File: config.mk
export PLATFORM = sky130hd
export DESIGN_NAME = motion_detect_ctrl
export DESIGN_NICKNAME = d
export VERILOG_FILES = /design/src/rtl/motion_detect_ctrl.sv
export SDC_FILE = /design/constraint.sdc
export NUM_CORES = 1
export LEC_CHECK = 0
export ABC_AREA = 0
export BUFFER_PORTS_ARGS = -buffer_cell sky130_fd_sc_hd__buf_4
export CORE_MARGIN = 2
export CORE_UTILIZATION = 39
export DETAILED_ROUTE_END_ITERATION = 12
export GPL_TIMING_DRIVEN = 1
export PLACE_DENSITY_LB_ADDON = 0.3
export SYNTH_ARGS = -nofsm -noshare
export SYNTH_HDL_FRONTEND = slang
export SYNTH_SLANG_ARGS = --single-unit
File: constraint.sdc
create_clock -name clk -period 3.5 [get_ports clk]
set_input_delay 0.7 -clock clk [delete_from_list [all_inputs] [get_ports clk]]
set_output_delay 0.7 -clock clk [all_outputs]
set_load 0.01 [all_outputs]
File: src/rtl/motion_detect_ctrl.sv
// motion_detect_ctrl
// Frame-level sequencer for the diff detector / diff pixel counter pair.
// It watches the pixel stream for the last pixel of a frame and pulses
// frame_done one cycle later, which clears the external counter. On that
// cycle it latches the frame's diff count and compares it to the threshold.
// A hysteresis FSM turns hit/miss frames into a debounced motion flag.
//
// Optional feature: define MOTION_IRQ_EN to add a sticky interrupt that is
// set when motion rises and cleared by irq_clr. Without the macro, irq is
// tied low and irq_clr is ignored.
module motion_detect_ctrl #(
  parameter int H_RES         = 320,
  parameter int V_RES         = 240,
  parameter int CNT_W         = $clog2(H_RES * V_RES),
  parameter int WARMUP_FRAMES = 2,
  parameter int ON_FRAMES     = 3,
  parameter int OFF_FRAMES    = 8
) (
  input  logic                     clk,
  input  logic                     reset,
  input  logic                     enable,
  input  logic [CNT_W-1:0]         threshold,
  input  logic                     pix_valid,
  input  logic [$clog2(H_RES)-1:0] pix_x,
  input  logic [$clog2(V_RES)-1:0] pix_y,
  input  logic [CNT_W-1:0]         diff_pixel_cnt,
  output logic                     frame_done,
  output logic [CNT_W-1:0]         last_cnt,
  output logic                     motion,
  output logic [2:0]               state_o,
  output logic                     irq,
  input  logic                     irq_clr
);

  localparam int X_W     = $clog2(H_RES);
  localparam int Y_W     = $clog2(V_RES);
  localparam int MAX_RUN = (ON_FRAMES > OFF_FRAMES) ? ON_FRAMES : OFF_FRAMES;
  localparam int RUN_W   = $clog2(MAX_RUN + 1);
  localparam int WARM_W  = $clog2(WARMUP_FRAMES + 1);

  localparam logic [X_W-1:0]    X_LAST    = X_W'(H_RES - 1);
  localparam logic [Y_W-1:0]    Y_LAST    = Y_W'(V_RES - 1);
  localparam logic [RUN_W-1:0]  ON_LAST   = RUN_W'(ON_FRAMES - 1);
  localparam logic [RUN_W-1:0]  OFF_LAST  = RUN_W'(OFF_FRAMES - 1);
  localparam logic [RUN_W-1:0]  RUN_MAX   = RUN_W'(MAX_RUN);
  localparam logic [WARM_W-1:0] WARM_LAST = WARM_W'(WARMUP_FRAMES - 1);

  localparam logic [2:0] WARMUP  = 3'd0;
  localparam logic [2:0] STILL   = 3'd1;
  localparam logic [2:0] ARMING  = 3'd2;
  localparam logic [2:0] MOTION  = 3'd3;
  localparam logic [2:0] COOLING = 3'd4;

  logic              eof;
  logic              hit;
  logic [2:0]        state;
  logic [2:0]        state_next;
  logic [RUN_W-1:0]  run;
  logic [RUN_W-1:0]  run_next;
  logic [WARM_W-1:0] warm_cnt;
  logic [WARM_W-1:0] warm_next;
  logic              motion_next;

  // last accepted pixel of the frame; out-of-range coordinates never match
  assign eof = pix_valid && (pix_x == X_LAST) && (pix_y == Y_LAST);

  // only meaningful on the frame_done cycle, which is the sole place it is used
  assign hit = (diff_pixel_cnt >= threshold);

  // frame_done lags eof by one cycle so the last pixel's diff is already counted
  always_ff @(posedge clk or posedge reset) begin
    if (reset) begin
      frame_done <= 1'b0;
    end else begin
      frame_done <= eof;
    end
  end

  // keep the finished frame's count, whether or not evaluation is enabled
  always_ff @(posedge clk or posedge reset) begin
    if (reset) begin
      last_cnt <= '0;
    end else if (frame_done) begin
      last_cnt <= diff_pixel_cnt;
    end
  end

  // hysteresis next-state logic; enable low forces a fresh warm-up
  always_comb begin
    state_next = state;
    run_next   = run;
    warm_next  = warm_cnt;
    if (!enable) begin
      state_next = WARMUP;
      run_next   = '0;
      warm_next  = '0;
    end else if (frame_done) begin
      case (state)
        WARMUP: begin
          if (warm_cnt >= WARM_LAST) begin
            state_next = STILL;
            warm_next  = '0;
          end else begin
            warm_next = warm_cnt + 1'b1;
          end
        end
        STILL: begin
          if (hit) begin
            if (ON_FRAMES == 1) begin
              state_next = MOTION;
              run_next   = '0;
            end else begin
              state_next = ARMING;
              run_next   = RUN_W'(1);
            end
          end
        end
        ARMING: begin
          if (!hit) begin
            state_next = STILL;
            run_next   = '0;
          end else if (run >= ON_LAST) begin
            state_next = MOTION;
            run_next   = '0;
          end else if (run != RUN_MAX) begin
            run_next = run + 1'b1;
          end
        end
        MOTION: begin
          if (!hit) begin
            if (OFF_FRAMES == 1) begin
              state_next = STILL;
              run_next   = '0;
            end else begin
              state_next = COOLING;
              run_next   = RUN_W'(1);
            end
          end
        end
        COOLING: begin
          if (hit) begin
            state_next = MOTION;
            run_next   = '0;
          end else if (run >= OFF_LAST) begin
            state_next = STILL;
            run_next   = '0;
          end else if (run != RUN_MAX) begin
            run_next = run + 1'b1;
          end
        end
        default: begin
          state_next = WARMUP;
          run_next   = '0;
          warm_next  = '0;
        end
      endcase
    end
  end

  assign motion_next = (state_next == MOTION) || (state_next == COOLING);

  // register FSM state, run/warm-up counters and the motion flag together
  always_ff @(posedge clk or posedge reset) begin
    if (reset) begin
      state    <= WARMUP;
      run      <= '0;
      warm_cnt <= '0;
      motion   <= 1'b0;
    end else begin
      state    <= state_next;
      run      <= run_next;
      warm_cnt <= warm_next;
      motion   <= motion_next;
    end
  end

  assign state_o = state;

`ifdef MOTION_IRQ_EN
  logic irq_q;

  // sticky flag set on a motion rise; a new rise beats a simultaneous clear
  always_ff @(posedge clk or posedge reset) begin
    if (reset) begin
      irq_q <= 1'b0;
    end else if (motion_next && !motion) begin
      irq_q <= 1'b1;
    end else if (irq_clr) begin
      irq_q <= 1'b0;
    end
  end

  assign irq = irq_q;
`else
  logic unused_irq_clr;
  assign unused_irq_clr = irq_clr;
  assign irq = 1'b0;
`endif

endmodule

Word-level counts from Yosys, hierarchy flattened
Index checks and enable logic that the tools add are counted.
Word-level totals
  output and inout bits: 23
  bits of input ports: 56
  logic and storage cells: 57
  register bits after elaboration: 28
Operators by class
  add/sub/neg operators: 2
  eq/ne operators: 14
  reduce and logical (&&, ||, !) cells: 7
  $lt $le $gt $ge: 4
  multiplexer cells: 24
Operator list (count)
  2-to-1 mux 4 bit: 9
  2-to-1 mux 3 bit: 9
  one-hot mux 4 bit (5 select lines): 1
  greater-or-equal comparator 17 bit: 1
  one-hot mux 3 bit (5 select lines): 1
  == test 3 x 2 -> 1 bit (second input constant): 3
  == test 9 bit (second input constant): 1
  == test 8 bit (second input constant): 1
  == test 3 bit (second input constant): 2
  2-to-1 mux 2 bit: 3
  inequality test 3 bit (second input constant): 2
  adder 4 x 1 -> 4 bit (second input constant): 1
  greater-or-equal comparator 4 x 2 -> 1 bit (second input constant): 1
  greater-or-equal comparator 4 x 3 -> 1 bit (second input constant): 1
  inequality test 2 bit (second input constant): 2
  inequality test 4 bit (second input constant): 1
  one-hot mux 2 bit (2 select lines): 1
  AND reduction 4 bit: 1
  OR reduction 4 bit: 1
  == test 3 x 1 -> 1 bit (second input constant): 1
  zero test 3 bit: 1
  adder 2 x 1 -> 2 bit (second input constant): 1
  greater-or-equal comparator 2 x 1 -> 1 bit (second input constant): 1
  logical AND 1 bit: 2
  other kinds (3): 3

Depth between registers and ports, before layout
Gate-level depths: netlist of run 1.
  word-level depth: 8
  mapped depth: 12
  mapped depth without buffers: 10

Worst setup path after synthesis of run 1
OpenSTA, ideal clock, no wires.
  kind: input port to flip-flop
  from: input port threshold[14]
  to: register motion
  cell stages on the path: 12
  data required time: 3.422 ns
  arrival: 2.633 ns
  buffers on the path: 2
  library setup time: 0.078 ns
  slack: 0.790 ns
  cells stage by stage: inv_1 -> ha_1 -> a21o_1 -> a21o_1 -> a21oi_2 -> and3_1 -> buf_4 -> and2_4 -> buf_6 -> o22ai_2 -> or4_1 -> a21boi_1
On the way
  longest elaborated chain between the ends: 7
  elaborated cells on any way between the ends: 11
  those cells by class: 1 x order compare; 2 x eq/ne; 7 x mux; 1 x reduce/logical
RTL lines
  start, declared: line 22  | input logic [CNT_W-1:0] threshold,
  greater-or-equal comparator 17 bit *: line 68  | assign hit = (diff_pixel_cnt >= threshold);
  2-to-1 mux 3 bit, on equally long branches
  one-hot mux 3 bit (5 select lines) *: line 98  | case (state)
  2-to-1 mux 3 bit *: line 97  | end else if (frame_done) begin
  2-to-1 mux 3 bit *: line 93  | if (!enable) begin
  == test 3 x 2 -> 1 bit / == test 3 bit (equally long branches): line 160  | assign motion_next = (state_next == MOTION) || (state_next == COOLING);
  logical OR 1 bit *: line 160
  named net motion_next: line 62  | logic motion_next;
  end signal, assigned: line 173  | motion <= motion_next;
  end, declared: line 29  | output logic motion,
Mark *: on every way through the listed nets, which the timed path passes. The rest lies on a longest branch.
A chain may end at the register's enable or synchronous reset.

Final worst setup path of run 1
  from: input port diff_pixel_cnt[16]
  to: register motion
On the way
  longest elaborated chain between the ends: 7
  elaborated cells on any way between the ends: 11
  those cells by class: 1 x order compare; 2 x eq/ne; 7 x mux; 1 x reduce/logical
RTL lines
  start, declared: line 26  | input logic [CNT_W-1:0] diff_pixel_cnt,
  greater-or-equal comparator 17 bit *: line 68
  2-to-1 mux 3 bit, on equally long branches
  one-hot mux 3 bit (5 select lines) *: line 98
  2-to-1 mux 3 bit *: line 97
  2-to-1 mux 3 bit *: line 93
  == test 3 x 2 -> 1 bit / == test 3 bit (equally long branches): line 160
  logical OR 1 bit *: line 160
  named net motion_next: line 62
Marked as above.

==> summary.md, run 1 <==
The count of final hold-check violations is 0. In the final layout, the share of cells above drive strength 1 is 36.65%. The worst setup path is captured at a flop.

The post-synthesis instance area is 1961 µm². Measured against its own limit, the worst slew margin works out to 61.71%. Global routing consumed, on the met3 layer, 2.142% of the routing resources. The global-route met1 utilization is 21.47%, and the final setup violation count is 0. The tools report the maximum resistive drop on vdd as 175.4 µV. Setup repair after global routing left no endpoint under its margin.

The tool flagged a number of max-cap violations equal to 0. The net count of the finished layout is 360. The depth of the CTS H-tree came out at 1. The logs give 62 for the starting DRC count in detailed routing and 5611 µm² for the die area. The run finished with clean final reports. For the global-route wire length before repair, the log shows 7741 µm. On the critical path, the stage with the largest delay is an instance of nor4_2.

For the standby leakage power, the log shows 1.369 nW. The number of cell instances on the worst register-to-register path is 7. During placement, the flow inserted port buffers numbering 76.

At the pin with the least slew margin, the transition time is 569.2 ps. The initial utilization of the core area, before any placement, comes to 40.97%. The synthesized flop and latch total is 28, and the slack of the worst reg-to-reg path is 1120 ps. After synthesis, the cell types taking the most area are dfrtp_1, ha_1, mux2_2, inv_1, a21oi_1. The maximum net fanout on the critical path works out to 7.

The tools report the terminus of the critical flop-to-flop path as motion. The mean routed wirelength per cell is 12.70 µm, and the remaining global-route overflow is 0. On the worst path, the slowest cell contributes a delay of 480 ps. Number of warning messages in the yosys log: 0. Summing all flip-flop and latch instances after layout gives 700.7 µm². The run gives 0 as the number of diodes.

79 I/O pins were placed. The initial antenna violation count was 0. Final hold analysis gives a worst-case slack of 485.2 ps. Summing all multi-input logic gate instances after layout gives 1105 µm². The floorplan die height was 74.91 µm; the count of instances resized after the clock tree is built was 0. The synthesized net count is 286. Hold repair after CTS inserted 0 buffers.

Once placement completed, the tool counted placed cells totaling 345. Once detail routing completed, the nets flagged for antenna violations numbered 0. The layout overhead on the synthesized area is 33.69%, and the area of all placed cells without fillers is 2621 µm². In this run the most used layer during global routing was met2. For the count of final max-slew check failures, the log shows 0. The start-to-end type of the worst setup path was primary input to flop.

The final worst clock skew was 4.814 ps. The cell type contributing the most total cell area after synthesis is dfrtp_1. Summing over every cut layer, the via total after detailed routing is 1,809.

At the end of routability-driven placement, the weighted congestion stood at 0.8504. The number of vias per cell after detailed routing is 5.198, and the placeable core region is 4786 µm². For the total clock buffers created by CTS, the log shows 3. The pre-antenna-repair detailed-routing pass consisted of 4 iterations. The worst flop-to-flop path startpoint is state_o[2]. In this run, distinct cell masters in the synthesized netlist total 46. The logs give 32.16% for the fraction of met2 tracks used by global routing and 0.6118 mW for the overall power after layout. The logs give 0 for the post-CTS setup-driven buffer insertion count and 209 for the number of instances in the synthesized netlist. The number of cell rows is 25. Summed over all nets, the half-perimeter wirelength after detailed placement is 3514 µm. Via count of the first global-routing pass: 1,803. After synthesis, the mean cell area works out to 9.381 µm².

In this run the clock root is driven by a clkbuf_8. After detailed routing, the total wire length is 4419 µm. The logs give 2950 ps for the worst endpoint data arrival time and 280 ps for the clock latency at the later pin of the worst-skew pair.

Counting flops with a built-in enable in the synthesized netlist gives 0. By count the netlist is led by dfrtp_1, inv_1, ha_1. Fill cells in the final layout number 437. In this run the worst hold path is classified as primary input to async pin. The run gives 35.74% as the post-synthesis sequential area ratio. The top cell type by area accounts for 35.74% of the synthesized area.

Aggregate negative setup slack: 0 ps. For the count of clock tree sinks, the log shows 28. TritonCTS built the clock tree.

Traced cell by cell, the critical path runs through buf_4 > ha_1 > nand4_1 > nor4_2 > nand2_2 > a211o_1 > a211oi_1 > o211ai_1 > a21boi_1. The worst setup path is launched from a primary input. Flip-flop cell with the highest count after synthesis: dfrtp_1. The logs give 2 for the clock tree buffer depth and 17.50% for the global-route usage over all layers.

The largest net degree at the start of global routing is 29, and the fraction of the cycle the final worst path needs is 78.59%. The run gives 3700 ps as the worst path required time. Timing would allow up to 363.5 MHz.

Dividing total power by cell area gives a power density of 233.4 nW/µm². The clock period could shrink to 2751 ps. The DRC violation count after routing is 0, and the die width is 74.91 µm.

After detailed placement, the total cell area comes to 2580 µm². For this run, asynchronously set or reset flops after synthesis account for 100.0%. Once layout is complete, the cells apart from fillers number 348. Clock-pin slew was measured on the worst setup and hold paths at 90 ps.
-- cells by family (layout without fill, tap and decap cells) --
family / after synthesis / after routing / share of synthesized area (%)
mux: 18 / 18 / 10.27
other cells: 1 / 1 / 0.1913
simple gates: 56 / 56 / 15.70
xor+xnor: 2 / 2 / 0.8936
flops: 28 / 28 / 35.74
buf+inv: 37 / 109 / 7.913
fa+ha+maj: 21 / 21 / 13.40
compound gates: 46 / 46 / 15.89
-- critical path, delay by kind of cell --
kind                     cells  cell delay (ps)
adder cells (fa/ha/maj)      1              300
buffers and inverters        1              120
AO/OA/AOI/OAI                4             1000
AND/OR/NAND/NOR              3              830
-- worst max path at each step --
stage / slack (ps) / to / depth (start not counted) / from
5_1_grt: 570 / motion / 9 / diff_pixel_cnt[16]
3_3_place_gp: 480 / motion / 9 / diff_pixel_cnt[16]
2_1_floorplan: 790 / motion / 12 / threshold[14]
6_report: 750 / motion / 9 / diff_pixel_cnt[16]
3_5_place_dp: 470 / motion / 9 / diff_pixel_cnt[16]
4_1_cts: 730 / motion / 9 / diff_pixel_cnt[16]
-- registers in the layout, indices dropped and copies added, names as in the netlist --
register    cells
last_cnt       17
run             4
state_o         3
warm_cnt        2
frame_done      1
motion          1
-- layer usage --
layer | vias up | wire length (µm) | part of all wire [%]
li1 | 891 | - | -
met1 | 851 | 1843 | 42
met2 | 63 | 2270 | 51
met3 | 4 | 259 | 5.9
met4 | 0 | 45 | 1.0
met5 | - | 0 | 0
-- report_power, final --
| part | internal [mW] | switching, mW | leakage (nW) | total [mW] |
|---|---|---|---|---|
| Clock | 0.0774 | 0.0975 | 0.0216 | 0.175 |
| Sequential | 0.323 | 0.0000176 | 0.391 | 0.323 |
| Combinational | 0.0647 | 0.0490 | 0.957 | 0.114 |
-- metrics by stage --
step                      utilization (%)  worst slack [ps]
after global routing                54.77             572.9
final                               54.77             749.2
after floorplan                         -             789.6
after detailed placement            53.91             466.7
after CTS                           54.77             733.5
after global placement              53.91             480.8
-- cells in the final DEF (no fill, tap or decap), types with 2 or more instances in the layout --
master / count
buf_4: 78
inv_1: 28
dfrtp_1: 28
ha_1: 21
mux2_2: 17
a21oi_1: 13
nand2_1: 12
nor2_1: 10
nand4_1: 8
o21ai_0: 7
nand3_1: 4
nor2b_1: 4
a211oi_1: 4
a21o_1: 3
and3_1: 3
a31oi_1: 3
a32o_1: 3
clkbuf_8: 3
nand2b_1: 2
nor3_1: 2
nor4_1: 2
a211o_1: 2
and2_1: 2
o211ai_1: 2
xnor2_1: 2
-- cell type report --
type	instances	area share, %
tap	67	3.198
inverter	28	4.010
timing repair buffer	78	22.34
multi-input combinational	144	42.15
clock buffer	3	1.575
sequential	28	26.73
Power figures use the tool's default switching activity.
==> run 2, diff against run 1 <==
==> constraint.sdc (replaced) <==
create_clock -name clk -period 2.9 [get_ports clk]
set_input_delay 0.58 -clock clk [delete_from_list [all_inputs] [get_ports clk]]
set_output_delay 0.58 -clock clk [all_outputs]
set_load 0.01 [all_outputs]
==> run 2 against run 1 <==
Compared with the run above:
- core utilization up 0.76 points
- sequential cell count unchanged
- die area unchanged
- sequential share of layout area down 0.37 points
- first-iteration DRC count up 35%
- via count up 0.61%
- design area up 1.4%
- global-route usage up 0.26 points
- cell count up 1.1%
- highest routed layer unchanged
- power up 28%
- register-to-register slack worse by 630 ps
- sequential power up 21%
==> summary.md, run 2 (synthesis results as in run 1) <==
In the global route stage, overall resource usage came out at 17.76%. The clock tree buffer depth was 2; the die area was 5611 µm². The standby leakage power was 1.391 nW. The path class of the tightest hold or removal check is primary input to async pin. STA puts the critical path data arrival time at 2790 ps.

In this run the power spent charging and discharging nets is 0.1920 mW. The clock transition time at the flip-flop clock pins of the worst setup and hold paths came out at 100 ps. The global-route met1 utilization is 22.90%, and the count of max-cap constraint violations is 0. The layout overhead on the synthesized area came out at 35.55%. The layer flagged by global routing as most heavily used is met2. For this block, the via count after detailed routing is 1,820. Count of instances resized after the clock tree is built: 0. The HPWL after detailed placement is 3571 µm. For this design the ratio of total power to cell area is 295.0 nW/µm².

The placed instances occupy a cell area of 2603 µm². On the final layout, the worst clock skew is 2.668 ps. The starting DRC count in detailed routing came out at 84. On the worst path, the slowest cell contributes a delay of 460 ps. The via count of the first global-routing pass was 1,791. The net count of the finished layout is 363.

For this run, global-route usage on met2 was measured as 30.80%. Routability-driven placement finished with a final weighted congestion of 0.8727. The critical path capture point type is a flop. Number of vias per cell after detailed routing: 5.170.

In this run the remaining antenna-violating nets after routing total 0. The number of cell rows is 25, and the remaining global-route overflow is 0. Worst path required time: 3110 ps.

The fraction of layout cells with a size suffix above 1 works out to 37.54%. The maximum net fanout on the critical path works out to 5. The tools report the total clock buffers created by CTS as 3. The final setup violation count is 0, and the maximum resistive drop on vdd is 150.3 µV. Buffers added to address setup during post-CTS repair amount to 0.

Cell internal power was estimated by the tool at 0.5921 mW. The first detailed-routing pass took 4 iterations. The clock network burns 32.4% of the power.

The share of the core filled with cells in the final layout is 55.53%. The clock latency at the later pin of the worst-skew pair is 280 ps, and the filler cell count in the final layout is 449. The met3 track utilization from global routing is 2.142%. Count of clock tree sinks: 28.

The count of final max-slew check failures came out at 0. The slowest stage of the critical path belongs to the cell nor4_2. The number of instances in the placed design is 348. The library cell used most frequently in the layout, excluding fill and tap cells, is buf_4.

The fraction of the cycle the final worst path needs is 88.79%. After routing the design area is 2658 µm². The tools report the depth of the CTS H-tree as 1. Once the floorplan was initialized, standard cells occupied 40.97% of the core. The share of total power consumed by net switching is 24.48%. TritonCTS built the clock tree.

In the routed design, unresolved DRC markers number 0. The core region is 4786 µm². The run gives 79 as the number of top-level pins. The tools report the count of hold buffers inserted by post-cts repair as 0. In the final routed layout, each cell accounts on average for 13.05 µm.

The total wire length was 4594 µm; the number of cells in the finished layout apart from fillers was 352. The repair_antennas step left the layout with diodes totalling 0. Traced cell by cell, the critical path runs through buf_4 > ha_1 > nand4_1 > nor4_2 > nand2_2 > a211o_1 > a211oi_1 > o211ai_1 > a21boi_1. The initial antenna violation count came out at 0. The start-to-end type of the worst setup path is primary input to flop.

Setup repair after global routing left no endpoint under its margin. The clock period minus final worst setup slack was 2575 ps; the floorplan die height was 74.91 µm. The tools report the critical path launch point type as a primary input. The highest attainable clock frequency is 388.3 MHz.

The flip-flop count of the largest register, all copies and words added was 17. The first global-routing pass estimated 7755 µm of wire. Combinational logic burns 17.9% of the power.

Count of final hold-check violations: 0. Largest delay contributor family on the critical path: compound AO/OA/AOI/OAI gates. At the pin with the least slew margin, the transition time is 649.0 ps.

Registers are responsible for 49.8% of the overall power. The tools report the clock root buffer as clkbuf_8. The run gives 29 as the largest net degree at the start of global routing. In the layout the commonest cells are buf_4, inv_1, dfrtp_1. Buffers placed on the I/O ports in this run total 76.

The run finished with clean final reports. Aggregate negative setup slack: 0 ps. In this run the tightest slew margin relative to its limit is 56.33%. last_cnt holds more flip-flops than any other register. The die is 74.91 µm wide. The total buffers and inverters traversed by the critical path came out at 1.
run 2: layout make-up:
cell class	instances	area, µm²	area share, %
inverter	28	105.1	3.955
sequential	28	700.7	26.37
multi-input combinational	144	1105	41.57
clock buffer	4	55.05	2.072
tap	67	83.83	3.154
timing repair buffer	81	608.1	22.88
run 2: per-layer routing:
metal / share of wire, % / wire length (µm) / vias up
met1: 43 / 1968 / 845
met2: 50 / 2296 / 65
met5: 0 / 0 / -
li1: - / - / 903
met3: 5.5 / 253 / 7
met4: 1.6 / 74 / 0
run 2: final timing paths:
kind | startpoint | to | slack, ps | cells past startpoint
max | diff_pixel_cnt[16] | motion | 320 | 9
max in group asynchronous | reset | run[3] | 2270 | 3
min | reset | last_cnt[0] | 360 | 3
min in group clk | last_cnt[0] | last_cnt[0] | 510 | 1
max reg2reg | run[0] | motion | 490 | 8
min reg2reg | last_cnt[0] | last_cnt[0] | 510 | 1
run 2: worst min-delay path: cells and delay by family:
kind / cells / cell delay [ps]
buffers and inverters: 3 / 490
run 2: through the flow:
stage | hold WS, ps | worst slack, ps | total power, mW
2_1_floorplan | 514.4 | 309.6 | 0.4687
3_3_place_gp | 490.6 | 51.48 | 0.5354
3_5_place_dp | 497.3 | 11.01 | 0.5396
4_1_cts | 374.0 | 306.6 | 0.7957
5_1_grt | 393.2 | 73.57 | 0.8241
6_report | 363.1 | 325.0 | 0.7841
run 2: power by group through the flow:
stage               Combinational, mW  Sequential (mW)  Clock (mW)
CTS                             0.142            0.390       0.263
finish                          0.140            0.390       0.254
floorplan                      0.0707            0.398           0
global route                    0.159            0.390       0.274
global placement                0.138            0.398           0
detailed placement              0.142            0.398           0
